**config.mk**
```make
export PLATFORM = sky130hd
export DESIGN_NAME = seq_divider_flat
export DESIGN_NICKNAME = d
export VERILOG_FILES = /design/src/rtl/seq_divider_pkg.sv /design/src/rtl/seq_divider_if.sv /design/src/rtl/seq_divider_shift_reg.sv /design/src/rtl/seq_divider.sv /design/src/flat_wrapper.sv
export SDC_FILE = /design/constraint.sdc
export NUM_CORES = 1
export LEC_CHECK = 0
export CAP_MARGIN = 0
export CORE_ASPECT_RATIO = 1.5
export CORE_UTILIZATION = 39
export DETAILED_ROUTE_END_ITERATION = 12
export MAX_ROUTING_LAYER = met4
export PLACE_DENSITY_LB_ADDON = 0.12
export SLEW_MARGIN = 20
export SYNTH_ARGS = -nofsm -noshare
export SYNTH_HDL_FRONTEND = slang
export SYNTH_SLANG_ARGS = --single-unit
```
**constraint.sdc**
```tcl
create_clock -name clk -period 3.87 [get_ports clk]
set_input_delay 1.161 -clock clk [delete_from_list [all_inputs] [get_ports clk]]
set_output_delay 1.161 -clock clk [all_outputs]
set_load 0.02 [all_outputs]
```
**src/rtl/seq_divider_pkg.sv**
```systemverilog
// Shared types and helpers for the sequential restoring divider.
package div_pkg;

   typedef enum logic [1:0] {IDLE, RUN, DONE} div_state_t;

   function automatic int cnt_width(input int width);
      return $clog2(width + 1);
   endfunction

endpackage

```
**src/rtl/seq_divider_if.sv**
```systemverilog
// Start/done handshake and operand/result bundle of the divider.
interface seq_divider_if #(parameter int WIDTH = 4);

   logic             start;
   logic [WIDTH-1:0] dividend;
   logic [WIDTH-1:0] divisor;
   logic             busy;
   logic             done;
   logic             div_by_zero;
   logic [WIDTH-1:0] quotient;
   logic [WIDTH-1:0] remainder;

   modport master (
      output start, dividend, divisor,
      input  busy, done, div_by_zero, quotient, remainder
   );

   modport slave (
      input  start, dividend, divisor,
      output busy, done, div_by_zero, quotient, remainder
   );

endinterface

```
**src/rtl/seq_divider_shift_reg.sv**
```systemverilog
// Remainder/quotient/divisor registers and the trial subtractor of one restoring step.
module div_shift_reg
   import div_pkg::*;
#(
   parameter int WIDTH = 4
) (
   input  logic             clk,
   input  logic             rst_n,
   input  logic             load,
   input  logic             load_dbz,
   input  logic             step,
   input  logic [WIDTH-1:0] dividend,
   input  logic [WIDTH-1:0] divisor,
   output logic [WIDTH-1:0] quotient,
   output logic [WIDTH-1:0] remainder,
   output logic             div_by_zero
);

   logic [WIDTH:0]   r_reg, r_next;
   logic [WIDTH-1:0] q_reg, q_next;
   logic [WIDTH-1:0] d_reg, d_next;
   logic             dbz_reg, dbz_next;

   logic [2*WIDTH:0] shifted;
   logic [WIDTH:0]   r_shift;
   logic [WIDTH:0]   trial;
   logic             take;

   // {R,Q} moves left as one word; the trial keeps a sign bit to detect borrow.
   assign shifted = {r_reg, q_reg} << 1;
   assign r_shift = shifted[2*WIDTH:WIDTH];
   assign trial   = r_shift - {1'b0, d_reg};
   assign take    = ~trial[WIDTH];

   always_comb begin
      r_next   = r_reg;
      q_next   = q_reg;
      d_next   = d_reg;
      dbz_next = dbz_reg;
      if (load) begin
         r_next   = '0;
         q_next   = dividend;
         d_next   = divisor;
         dbz_next = 1'b0;
      end else if (load_dbz) begin
         r_next   = {1'b0, dividend};
         q_next   = '1;
         dbz_next = 1'b1;
      end else if (step) begin
         r_next = take ? trial : r_shift;
         q_next = shifted[WIDTH-1:0] | WIDTH'(take);
      end
   end

   always_ff @(posedge clk) begin
      if (!rst_n) begin
         r_reg   <= '0;
         q_reg   <= '0;
         d_reg   <= '0;
         dbz_reg <= 1'b0;
      end else begin
         r_reg   <= r_next;
         q_reg   <= q_next;
         d_reg   <= d_next;
         dbz_reg <= dbz_next;
      end
   end

   assign quotient    = q_reg;
   assign remainder   = r_reg[WIDTH-1:0];
   assign div_by_zero = dbz_reg;

endmodule

```
**src/rtl/seq_divider.sv**
```systemverilog
// Sequential unsigned restoring divider: one quotient bit per clock, start/done handshake.
module seq_divider
   import div_pkg::*;
#(
   parameter int WIDTH = 4
) (
   input  logic          clk,
   input  logic          rst_n,
   seq_divider_if.slave  bus
);

   localparam int CW = cnt_width(WIDTH);

   div_state_t    state_reg, state_next;
   logic [CW-1:0] cnt_reg, cnt_next;
   logic          load, load_dbz, step;

   logic [WIDTH-1:0] quotient_w, remainder_w;
   logic             dbz_w;

   always_comb begin
      state_next = state_reg;
      cnt_next   = cnt_reg;
      load       = 1'b0;
      load_dbz   = 1'b0;
      step       = 1'b0;
      unique case (state_reg)
         IDLE: begin
            if (bus.start) begin
               if (bus.divisor == '0) begin
                  load_dbz   = 1'b1;
                  state_next = DONE;
               end else begin
                  load       = 1'b1;
                  cnt_next   = '0;
                  state_next = RUN;
               end
            end
         end
         RUN: begin
            step     = 1'b1;
            cnt_next = cnt_reg + 1'b1;
            if (cnt_reg == CW'(WIDTH - 1))
               state_next = DONE;
         end
         DONE: state_next = IDLE;
         default: state_next = IDLE;
      endcase
   end

   always_ff @(posedge clk) begin
      if (!rst_n) begin
         state_reg <= IDLE;
         cnt_reg   <= '0;
      end else begin
         state_reg <= state_next;
         cnt_reg   <= cnt_next;
      end
   end

   div_shift_reg #(.WIDTH(WIDTH)) u_shift (
      .clk         (clk),
      .rst_n       (rst_n),
      .load        (load),
      .load_dbz    (load_dbz),
      .step        (step),
      .dividend    (bus.dividend),
      .divisor     (bus.divisor),
      .quotient    (quotient_w),
      .remainder   (remainder_w),
      .div_by_zero (dbz_w)
   );

   // Status flags come straight from the state register, so they are glitch-free.
   assign bus.busy        = (state_reg == RUN);
   assign bus.done        = (state_reg == DONE);
   assign bus.quotient    = quotient_w;
   assign bus.remainder   = remainder_w;
   assign bus.div_by_zero = dbz_w;

endmodule

```
**src/flat_wrapper.sv**
```systemverilog
// flat-port wrapper written by rule: the top's interface ports become plain ports
module seq_divider_flat import div_pkg::*;
#(
   parameter int WIDTH = 4
)
  (clk, rst_n, bus_start, bus_dividend, bus_divisor, bus_busy, bus_done, bus_div_by_zero, bus_quotient, bus_remainder);
  seq_divider_if #(.WIDTH(WIDTH)) bus_i ();
  input  logic clk;
  input  logic rst_n;
  input wire logic [$bits(bus_i.start)-1:0] bus_start;
  input wire logic [$bits(bus_i.dividend)-1:0] bus_dividend;
  input wire logic [$bits(bus_i.divisor)-1:0] bus_divisor;
  output wire logic [$bits(bus_i.busy)-1:0] bus_busy;
  output wire logic [$bits(bus_i.done)-1:0] bus_done;
  output wire logic [$bits(bus_i.div_by_zero)-1:0] bus_div_by_zero;
  output wire logic [$bits(bus_i.quotient)-1:0] bus_quotient;
  output wire logic [$bits(bus_i.remainder)-1:0] bus_remainder;
  assign bus_i.start = bus_start;
  assign bus_i.dividend = bus_dividend;
  assign bus_i.divisor = bus_divisor;
  assign bus_busy = bus_i.busy;
  assign bus_done = bus_i.done;
  assign bus_div_by_zero = bus_i.div_by_zero;
  assign bus_quotient = bus_i.quotient;
  assign bus_remainder = bus_i.remainder;
  seq_divider #(.WIDTH(WIDTH)) u_core (.clk(clk), .rst_n(rst_n), .bus(bus_i));
endmodule
```
; ---- After elaboration in Yosys (flattened, before gate mapping)
; Cells that the tools add are included.
[classes]
n_lt_le_gt_ge = 0
n_reduce_logical = 8
multipliers = 0
shift = 0
n_eq_ne = 6
bitwise_logic = 3
n_addsub = 2
mux = 20
div_mod_pow = 0
[op_table]
columns = cell, n
row1 = 2-to-1 mux 4 bit, 6
row2 = 2-to-1 mux 1 bit, 7
row3 = 2-to-1 mux 2 bit, 3
row4 = 2-to-1 mux 3 bit, 2
row5 = one-hot mux 3 bit (2 select lines), 1
row6 = subtractor 5 x 4 -> 5 bit, 1
row7 = zero test 4 bit, 1
row8 = != test 2 bit (second input constant), 2
row9 = OR 4 x 1 -> 4 bit, 1
row10 = one-hot mux 2 bit (2 select lines), 1
row11 = nonzero test 2 bit, 2
row12 = adder 3 x 1 -> 3 bit (second input constant), 1
row13 = == test 3 x 2 -> 1 bit (second input constant), 1
row14 = AND reduction 3 bit, 1
row15 = nonzero test 3 bit, 1
row16 = == test 2 x 1 -> 1 bit (second input constant), 1
row17 = == test 2 bit (second input constant), 1
row18 = zero test 2 bit, 1
row19 = != test 2 x 1 -> 1 bit (second input constant), 1
row20 = inverter 1 bit, 2
row21 = AND reduction 2 bit, 1
row22 = OR reduction 2 bit, 1
[totals]
ram_bits = 0
output_inout_bits = 11
mem_bits_ro = 0
mem_count = 0
reg_bits = 18
wordCells = 45
latch_bits = 0

; ---- Longest topological paths before layout
; Gate-level depths: netlist of run 1.
[depth]
ltp_word = 6
depth_mapped = 8
ltp_nobuf = 8

; ---- Cells and area by module
; From an unflattened synthesis of run 1, not the netlist that was laid out.
[unflattened]
cells_unflattened = 128
hier_area_um2 = 1138.6
[modules_own_cells]
columns = module, seq_area_each_um2, area_each_um2, instances, cells_per_inst
row1 = div_shift_reg, 260.2, 832.0, 1, 94
row2 = seq_divider, 100.1, 306.5, 1, 34

; ---- Worst setup path before layout of run 1
; OpenSTA, ideal clock, no wires.
[synth_timing]
path_kind = in2reg
startpoint = in bus_start
endpoint = reg u_core.u_shift.r_reg[2]
cell_stages = 5
n_path_buf = 1
slack_ps = 1801
t_arrival_ps = 1953
setup_time_ps = 116
path_cell_list = or3b_1 -> clkbuf_1 -> nand3_1 -> a21oi_1 -> a41o_1
[synth_between]
elab_chain_len = 3
[synth_rtl]
columns = element, line_no
row1 = "start, declared", flat_wrapper.sv:10  ; input wire logic [$bits(bus_i.start)-1:0] bus_start;
row2 = 2-to-1 mux 1 bit, seq_divider.sv:29  ; if (bus.start) begin
row3 = 2-to-1 mux 1 bit, seq_divider.sv:27  ; unique case (state_reg)
row4 = 2-to-1 mux 4 bit (tied with other cells), seq_divider_shift_reg.sv:45  ; end else if (load_dbz) begin
row5 = "end signal, assigned", seq_divider_shift_reg.sv:62  ; r_reg <= r_next;
row6 = "end, declared", seq_divider_shift_reg.sv:19  ; logic [WIDTH:0] r_reg, r_next;
; Several ways; a longest one is shown, not always the timed one.
; A chain may end at the register's enable or synchronous reset.

; ---- Worst setup path after layout of run 1
[layout_timing]
startpoint = reg u_core.state_reg[0]
endpoint = out bus_busy
[layout_between]
elab_chain_len = 1
[layout_rtl]
columns = element, line_no
row1 = "start, declared", seq_divider.sv:14  ; div_state_t state_reg, state_next;
row2 = "start signal, assigned", seq_divider.sv:56  ; state_reg <= state_next;
row3 = == test 2 x 1 -> 1 bit, seq_divider.sv:75  ; assign bus.busy = (state_reg == RUN);
row4 = "end, declared", flat_wrapper.sv:13  ; output wire logic [$bits(bus_i.busy)-1:0] bus_busy;
; No other way between the ends.

==> metrics.yaml, run 1 <==
status: "finished clean"
cts_made_buffers: 3
cpLargestDelayFamily: "buffers and inverters"
timing.reg2reg.setup_slack_ns: 1.94
r2r-start: "u_core.u_shift.quotient[3]"
clk_latency_ns: 0.25
gp_congestion: 0.783
routedWlPerCell_um: 14.1
ys.flop_type: "dfxtp_1"
worst_ep_arrival_time_ns: 2.04
holdPathEnd: "u_core.u_shift.div_by_zero"
endpoint_kind: "primary output"
slowest_stage: "clkdlybuf4s50_1"
numPortBuffers: 21
die_area_um2: 3030
rsz0062_at_grt: "no"
period_needed_ns: 3.20
hp-class: "reg2reg"
worstHoldPathCells: 2
setup_viol: 0
worst_slew_pin_slew_ns: 0.464
ir_worst_vdd_mv: 0.244
syn2layout_area_growth_pct: 24.2
postCtsHoldBufs: 0
synth_top_area_cell: "dfxtp_1"
slew_headroom_pct: 69.1
htreeDepth: 1
p_per_area_nw_per_um2: 369
synth_sequential_area_ratio_pct: 32.9
r2r_cells: 8
synth_area_per_cell_um2: 7.99
cts_resized: 0
ioPinCount: 22
layout.nets: 174
core_area_um2: 2680
maxCapViolCount: 0
grt_start_max_net_pins: 14
p_leak_nw: 0.514
netlist_instances: 137
critical_path_required_ns: 2.71
post_dp_cell_area_um2: 1320
clkSinkCount: 18
syn_nets: 155
cts_root_buffer: "clkbuf_8"
antenna_cells: 0
ys_ff_latch: 18
drc: 0
via_per_inst: 5.36
dp_slack_ns: 0.947
num_rows: 23
clk_pin_slew_worst_paths_ns: 0.06
crit_path_max_incr_delay_ns: 0.68
path_max_fanout: 13
clock_skew_ns: 0.00115
yosysWarnings: 0
initial_core_util_pct: 40.9
fin_setup_tns_ns: 0
async_reset_ff_share_pct: 0
synth_area_leaders: "dfxtp_1 33%, nand2_1 7.2%, ha_1 6.9%"
hpwl_um: 2110
clockBufferDepth: 2
finalHoldViolCount: 0
grt_pass1_vias: 1032
post_cts_buffers: 0
crit_buf_inv: 2
crit_path_cell_trace: "nand2b_1 > inv_1 > clkdlybuf4s50_1"
die_y_um: 66.9
reg2reg_to: "u_core.u_shift.r_reg[2]"
hp-start: "u_core.u_shift.div_by_zero"
startpoint_type: "flop"
synth_top_area_share_pct: 32.9
ant_nets: 0
placed_cells: 188
final_cells: 191
cts_tree: "built"
drt_pre_antenna_iters: 4
grt_pass1_wl_um: 4440
vias: 1023
fmax_mhz: 312
track_usage_pct: 20.7
wirelength_um: 2690
antenna_found_initial: 0
report.power.total_mw: 0.502
yosysUniqueCellTypes: 40
slew_violations: 0
crit_type: "reg2out"
overflow: 0
drive_gt1_share_pct: 8.44
syn_area_um2: 1090
die_x_um: 45.3
dr.first_iter.drc_count: 22
final_area_um2: 1360
period_share_pct: 82.8
synth-edff-count: 0
setup_ws_ns: 0.666
[logic make-up after synthesis]
family | count (synthesis) | share of synthesized area, %
adders and majority gates | 7 | 8.69
DFF | 18 | 32.9
and+or+nand+nor | 58 | 28.5
xor gates and xnor gates | 1 | 0.800
buffers and inverters | 16 | 6.40
AOI/OAI and AO/OA | 37 | 22.7
[cell usage after synthesis (all sizes together) (2+ instances only)]
cell / instances
a21o: 4
a21oi: 12
a22oi: 2
a31oi: 5
buf: 6
clkbuf: 2
dfxtp: 18
ha: 6
inv: 8
nand2: 21
nand2b: 6
nand3: 8
nand4: 4
nor2: 8
nor2b: 2
nor3: 2
o21ai: 6
[metal layers]
metal  global-route usage, %  part of all wire, %  wire, µm
met5                       -                    0         0
met4                    6.82                  1.4        37
met3                    2.44                  2.4        65
met2                    37.0                   54      1450
met1                    23.2                   42      1140
[layout by cell type, fill, tap and decap left out, types with 2 or more instances in the layout]
cell type	count
nand2_1	21
clkdlybuf4s50_1	21
dfxtp_1	18
a21oi_1	11
inv_1	8
nor2_1	8
nand3_1	7
nand2b_1	6
ha_1	6
o21ai_0	5
a31oi_1	5
nand4_1	4
a21o_1	3
clkbuf_8	3
nor2b_1	2
a22oi_1	2
[per-stage QoR]
step / util, % / hold slack, ns
2_1_floorplan: - / 0.436
3_3_place_gp: 49.3 / 0.452
3_5_place_dp: 49.3 / 0.456
4_1_cts: 50.8 / 0.470
5_1_grt: 50.8 / 0.491
6_report: 50.8 / 0.459
[area by class of cell]
cell class / instances / area (µm²)
fillers: 291 / 1320
multi-input cells: 103 / 664
flip-flops and latches: 18 / 360
repair buffers: 22 / 218
well taps: 37 / 46.3
clock buffers: 3 / 41.3
inverters: 8 / 30.0
[worst min-delay path: stages (launching register included)]
cell and delay [ns]:
dfxtp_1 0.31, nand2_1 0.05, a21oi_1 0.05
[worst max-delay path by stage]
stage                   startpoint                 endpoint  slack, ns  cells past startpoint
2_1_floorplan            bus_start  u_core.u_shift.r_reg[2]       1.80                      5
3_3_place_gp   u_core.state_reg[1]                 bus_busy       0.99                      3
3_5_place_dp   u_core.state_reg[0]                 bus_busy       0.95                      3
4_1_cts        u_core.state_reg[0]                 bus_busy       0.67                      3
5_1_grt        u_core.state_reg[0]                 bus_busy       0.54                      3
6_report       u_core.state_reg[0]                 bus_busy       0.67                      3
[power breakdown]
group	switching (mW)	internal, mW
Clock	0.0588	0.0691
Sequential	0.0156	0.199
Combinational	0.0880	0.0714
Total	0.162	0.339
(Power assumes the default switching activity.)
==> run 2, diff against run 1 <==
==> constraint.sdc (replaced) <==
create_clock -name clk -period 2.6 [get_ports clk]
set_input_delay 0.78 -clock clk [delete_from_list [all_inputs] [get_ports clk]]
set_output_delay 0.78 -clock clk [all_outputs]
set_load 0.02 [all_outputs]
==> run 2 against run 1 <==
Effect of this change: non-clock buffer count up 2; first-iteration DRC count down 14%; sequential power up 48%; via count up 3.1%; wire length up 2.3%; register-to-register slack worse by 1.3 ns; combinational power up 53%; highest routed layer unchanged.
==> metrics.yaml, run 2 (synthesized netlist as in run 1, its figures left out) <==
cts_root_buffer: "clkbuf_8"
syn2layout_area_growth_pct: 26.9
drc: 0
gp_congestion: 0.830
slew_violations: 0
worstHoldPathCells: 2
die_x_um: 45.3
overflow: 0
path_max_fanout: 6
post_cts_buffers: 0
critical_path_required_ns: 1.82
period_needed_ns: 2.26
r2r_cells: 8
setup_viol: 0
grt_start_max_net_pins: 13
finalHoldViolCount: 0
status: "finished clean"
antenna_found_initial: 0
layout.nets: 176
endpoint_kind: "primary output"
ir_worst_vdd_mv: 0.352
p_sw_share_pct: 31.7
die_area_um2: 3030
multi_input_area_um2: 664
antenna_cells: 0
report.power.total_mw: 0.790
track_usage_pct: 20.2
drive_gt1_share_pct: 10.2
clockBufferDepth: 2
hp-class: "reg2reg"
power_frac_seq_pct: 40.3
fill_cells: 279
final_cells: 194
htreeDepth: 1
regArea_um2: 360
p_per_area_nw_per_um2: 569
period_share_pct: 86.8
p_leak_nw: 0.531
hpwl_um: 2130
worst_ep_arrival_time_ns: 1.48
dr.first_iter.drc_count: 19
core_area_um2: 2680
layout_common_cells: "21 x nand2_1, 21 x clkdlybuf4s50_1, 18 x dfxtp_1"
num_rows: 23
maxCapViolCount: 0
crit_type: "reg2out"
clock_skew_ns: 0.00671
clk_latency_ns: 0.25
cts_made_buffers: 3
p_comb_share_pct: 30.8
grt_pass1_vias: 931
worst_slew_pin_slew_ns: 0.379
fmax_mhz: 443
numPortBuffers: 21
routedWlPerCell_um: 14.2
intPower_mw: 0.540
rsz0062_at_grt: "no"
finalCoreUtilization_pct: 51.9
cts_resized: 0
slew_headroom_pct: 74.7
vias: 1055
clk_pin_slew_worst_paths_ns: 0.07
placed_cells: 190
startpoint_type: "flop"
die_y_um: 66.9
power_frac_clock_pct: 28.9
fin_setup_tns_ns: 0
drt_pre_antenna_iters: 4
power.switching_mw: 0.250
postCtsHoldBufs: 0
initial_core_util_pct: 40.9
grt_pass1_wl_um: 4280
cts_tree: "built"
wirelength_um: 2750
ioPinCount: 22
ant_nets: 0
via_per_inst: 5.44
clkSinkCount: 18
[run 2: changes by cell type in the layout (fill, tap and decap cells not counted)]
cell and delta:
clkbuf_8 +1, buf_4 +2
[run 2: worst max-delay path, stage by stage (launching register included)]
cell	delay, ns
dfxtp_1	0.35
nand2b_1	0.19
inv_1	0.08
clkdlybuf4s50_1	0.60
[run 2: stage by stage]
stage | hold WS (ns) | area (µm²) | worst slack, ns
after global routing | 0.476 | 1390 | 0.259
after detailed placement | 0.450 | 1330 | 0.203
final | 0.456 | 1390 | 0.343
after CTS | 0.460 | 1390 | 0.343
after floorplan | 0.436 | 1090 | 0.750
after global placement | 0.445 | 1330 | 0.245
[run 2: power groups by stage]
stage | clock (mW) | combinational, mW | sequential, mW
6_report | 0.228 | 0.243 | 0.319
5_1_grt | 0.243 | 0.265 | 0.323
4_1_cts | 0.233 | 0.244 | 0.319
3_5_place_dp | 0 | 0.242 | 0.326
3_3_place_gp | 0 | 0.237 | 0.325
2_1_floorplan | 0 | 0.150 | 0.332
[run 2: final cells by class]
class	instances	share of cell area [%]
Clock buffer	4	3.96
Timing Repair Buffer	24	16.8
Multi-Input combinational cell	103	47.8
Sequential cell	18	25.9
Tap cell	37	3.33
Inverter	8	2.16
[run 2: layer usage]
metal	share of wire, %	vias up	track usage (%)
li1	-	525	-
met1	41	505	22.3
met2	55	21	36.1
met3	2.6	4	1.63
met4	1.6	0	7.95
met5	0	-	-
[run 2: path summary, 6_finish.rpt]
check                                                start  slack [ns]                 endpoint
worst max-delay path                   u_core.state_reg[1]        0.34                 bus_busy
worst min-delay path               u_core.u_shift.d_reg[1]        0.46  u_core.u_shift.d_reg[1]
worst max register to register  u_core.u_shift.quotient[3]        0.64  u_core.u_shift.r_reg[2]
worst min register to register     u_core.u_shift.d_reg[1]        0.46  u_core.u_shift.d_reg[1]
==> run 3, diff against run 2 <==
--- a/config.mk
+++ b/config.mk
@@ -7,7 +7,7 @@
 export LEC_CHECK = 0
 export CAP_MARGIN = 0
 export CORE_ASPECT_RATIO = 1.5
-export CORE_UTILIZATION = 39
+export CORE_UTILIZATION = 45
 export DETAILED_ROUTE_END_ITERATION = 12
 export MAX_ROUTING_LAYER = met4
 export PLACE_DENSITY_LB_ADDON = 0.12
==> run 3 against run 2 <==
Effect of this change: critical path depth unchanged; cell count shrank 7.7%; clock skew is 0.0022 ns lower; flip-flop and latch count did not move; cell area is 3.6% lower; clock power is 39% lower; global-route usage grew 1.7 points; first-iteration DRC count up 95%; wire length fell by 2.9%; non-clock buffer count is the same; critical path type unchanged; critical endpoint unchanged.
==> metrics.yaml, run 3 (synthesized netlist as in run 1, its figures left out) <==
status: "finished clean"
drt_pre_antenna_iters: 4
crit_buf_inv: 2
path_max_fanout: 6
htreeDepth: 1
cts_tree: "built"
overflow: 0
clk_pin_slew_worst_paths_ns: 0.10
postCtsHoldBufs: 0
syn2layout_area_growth_pct: 22.3
hp-class: "reg2reg"
startpoint_type: "flop"
maxCapViolCount: 0
grt_start_max_net_pins: 13
slowest_stage: "clkdlybuf4s50_1"
final_area_um2: 1340
fin_setup_tns_ns: 0
dr.first_iter.drc_count: 37
layout_common_cells: "21 x nand2_1, 21 x clkdlybuf4s50_1, 18 x dfxtp_1"
worst_slew_pin_slew_ns: 0.382
p_leak_nw: 0.516
reg2reg_to: "u_core.u_shift.r_reg[2]"
finalHoldViolCount: 0
p_per_area_nw_per_um2: 524
worst_ep_arrival_time_ns: 1.54
multi_input_area_um2: 664
crit_path_cell_trace: "nand2b_1 > inv_1 > clkdlybuf4s50_1"
clk_latency_ns: 0.30
hp-start: "u_core.u_shift.div_by_zero"
slew_violations: 0
placed_cells: 176
hpwl_um: 2070
ioPinCount: 22
r2r-start: "u_core.u_shift.quotient[3]"
timing.reg2reg.setup_slack_ns: 0.68
holdPathEnd: "u_core.u_shift.div_by_zero"
fmax_mhz: 431
core_area_um2: 2260
clockBufferDepth: 2
clkSinkCount: 18
report.power.total_mw: 0.701
drive_gt1_share_pct: 9.62
ant_nets: 0
wirelength_um: 2670
setup_viol: 0
grt_pass1_wl_um: 4400
cts_resized: 0
post_cts_buffers: 0
cts_made_buffers: 3
antenna_found_initial: 0
vias: 1065
r2r_cells: 8
post_dp_cell_area_um2: 1320
fill_cells: 219
period_needed_ns: 2.32
endpoint_kind: "primary output"
initial_core_util_pct: 48.4
worstHoldPathCells: 2
regArea_um2: 360
hold_slack_ns: 0.459
cpLargestDelayFamily: "buffers and inverters"
drc: 0
die_x_um: 42.3
period_share_pct: 89.2
numPortBuffers: 21
gp_congestion: 0.898
die_y_um: 62.4
routedWlPerCell_um: 14.9
critical_path_required_ns: 1.82
crit_path_max_incr_delay_ns: 0.60
cts_root_buffer: "clkbuf_4"
grt_pass1_vias: 979
slew_headroom_pct: 74.6
track_usage_pct: 21.9
clock_skew_ns: 0.00448
crit_type: "reg2out"
layout.nets: 176
rsz0062_at_grt: "no"
antenna_cells: 0
die_area_um2: 2640
via_per_inst: 5.95
final_cells: 179
ir_worst_vdd_mv: 0.270
num_rows: 21
run 3: worst min-delay path: stages (launching register included):
cell	delay (ns)
dfxtp_1	0.32
nand2_1	0.05
a21oi_1	0.05
run 3: final cells by class:
type | count | share of cell area [%]
multi-input cells | 103 | 49.6
flip-flops and latches | 18 | 26.9
repair buffers | 24 | 17.4
inverters | 8 | 2.24
well taps | 23 | 2.15
clock buffers | 3 | 1.68
run 3: worst max path at each step:
| stage | from | to | slack [ns] | cells after the start |
|---|---|---|---|---|
| floorplan | u_core.u_shift.quotient[3] | u_core.u_shift.r_reg[2] | 0.75 | 8 |
| global placement | bus_divisor[0] | u_core.u_shift.quotient[0] | 0.26 | 5 |
| detailed placement | bus_divisor[0] | u_core.u_shift.quotient[0] | 0.20 | 5 |
| CTS | u_core.state_reg[0] | bus_busy | 0.29 | 3 |
| global route | u_core.state_reg[0] | bus_busy | 0.20 | 3 |
| finish | u_core.state_reg[0] | bus_busy | 0.28 | 3 |
run 3: metrics by stage:
step                      util (%)  setup slack [ns]
after floorplan                  -             0.750
after global placement        58.3             0.261
after detailed placement      58.3             0.204
after CTS                     59.2             0.287
after global routing          59.2             0.203
final                         59.2             0.280
run 3: power by group:
group	leakage [nW]	total (mW)	switching, mW	internal [mW]
sequential	0.147	0.318	0.0220	0.296
combinational	0.355	0.243	0.133	0.110
clock	0.0138	0.140	0.0862	0.0540
run 3: metal layers:
layer | up-vias | global-route usage (%) | share of wire, %
met3 | 10 | 4.05 | 4.2
met2 | 41 | 36.9 | 54
li1 | 524 | - | -
met5 | - | - | 0
met4 | 0 | 10.9 | 3.3
met1 | 490 | 23.9 | 39
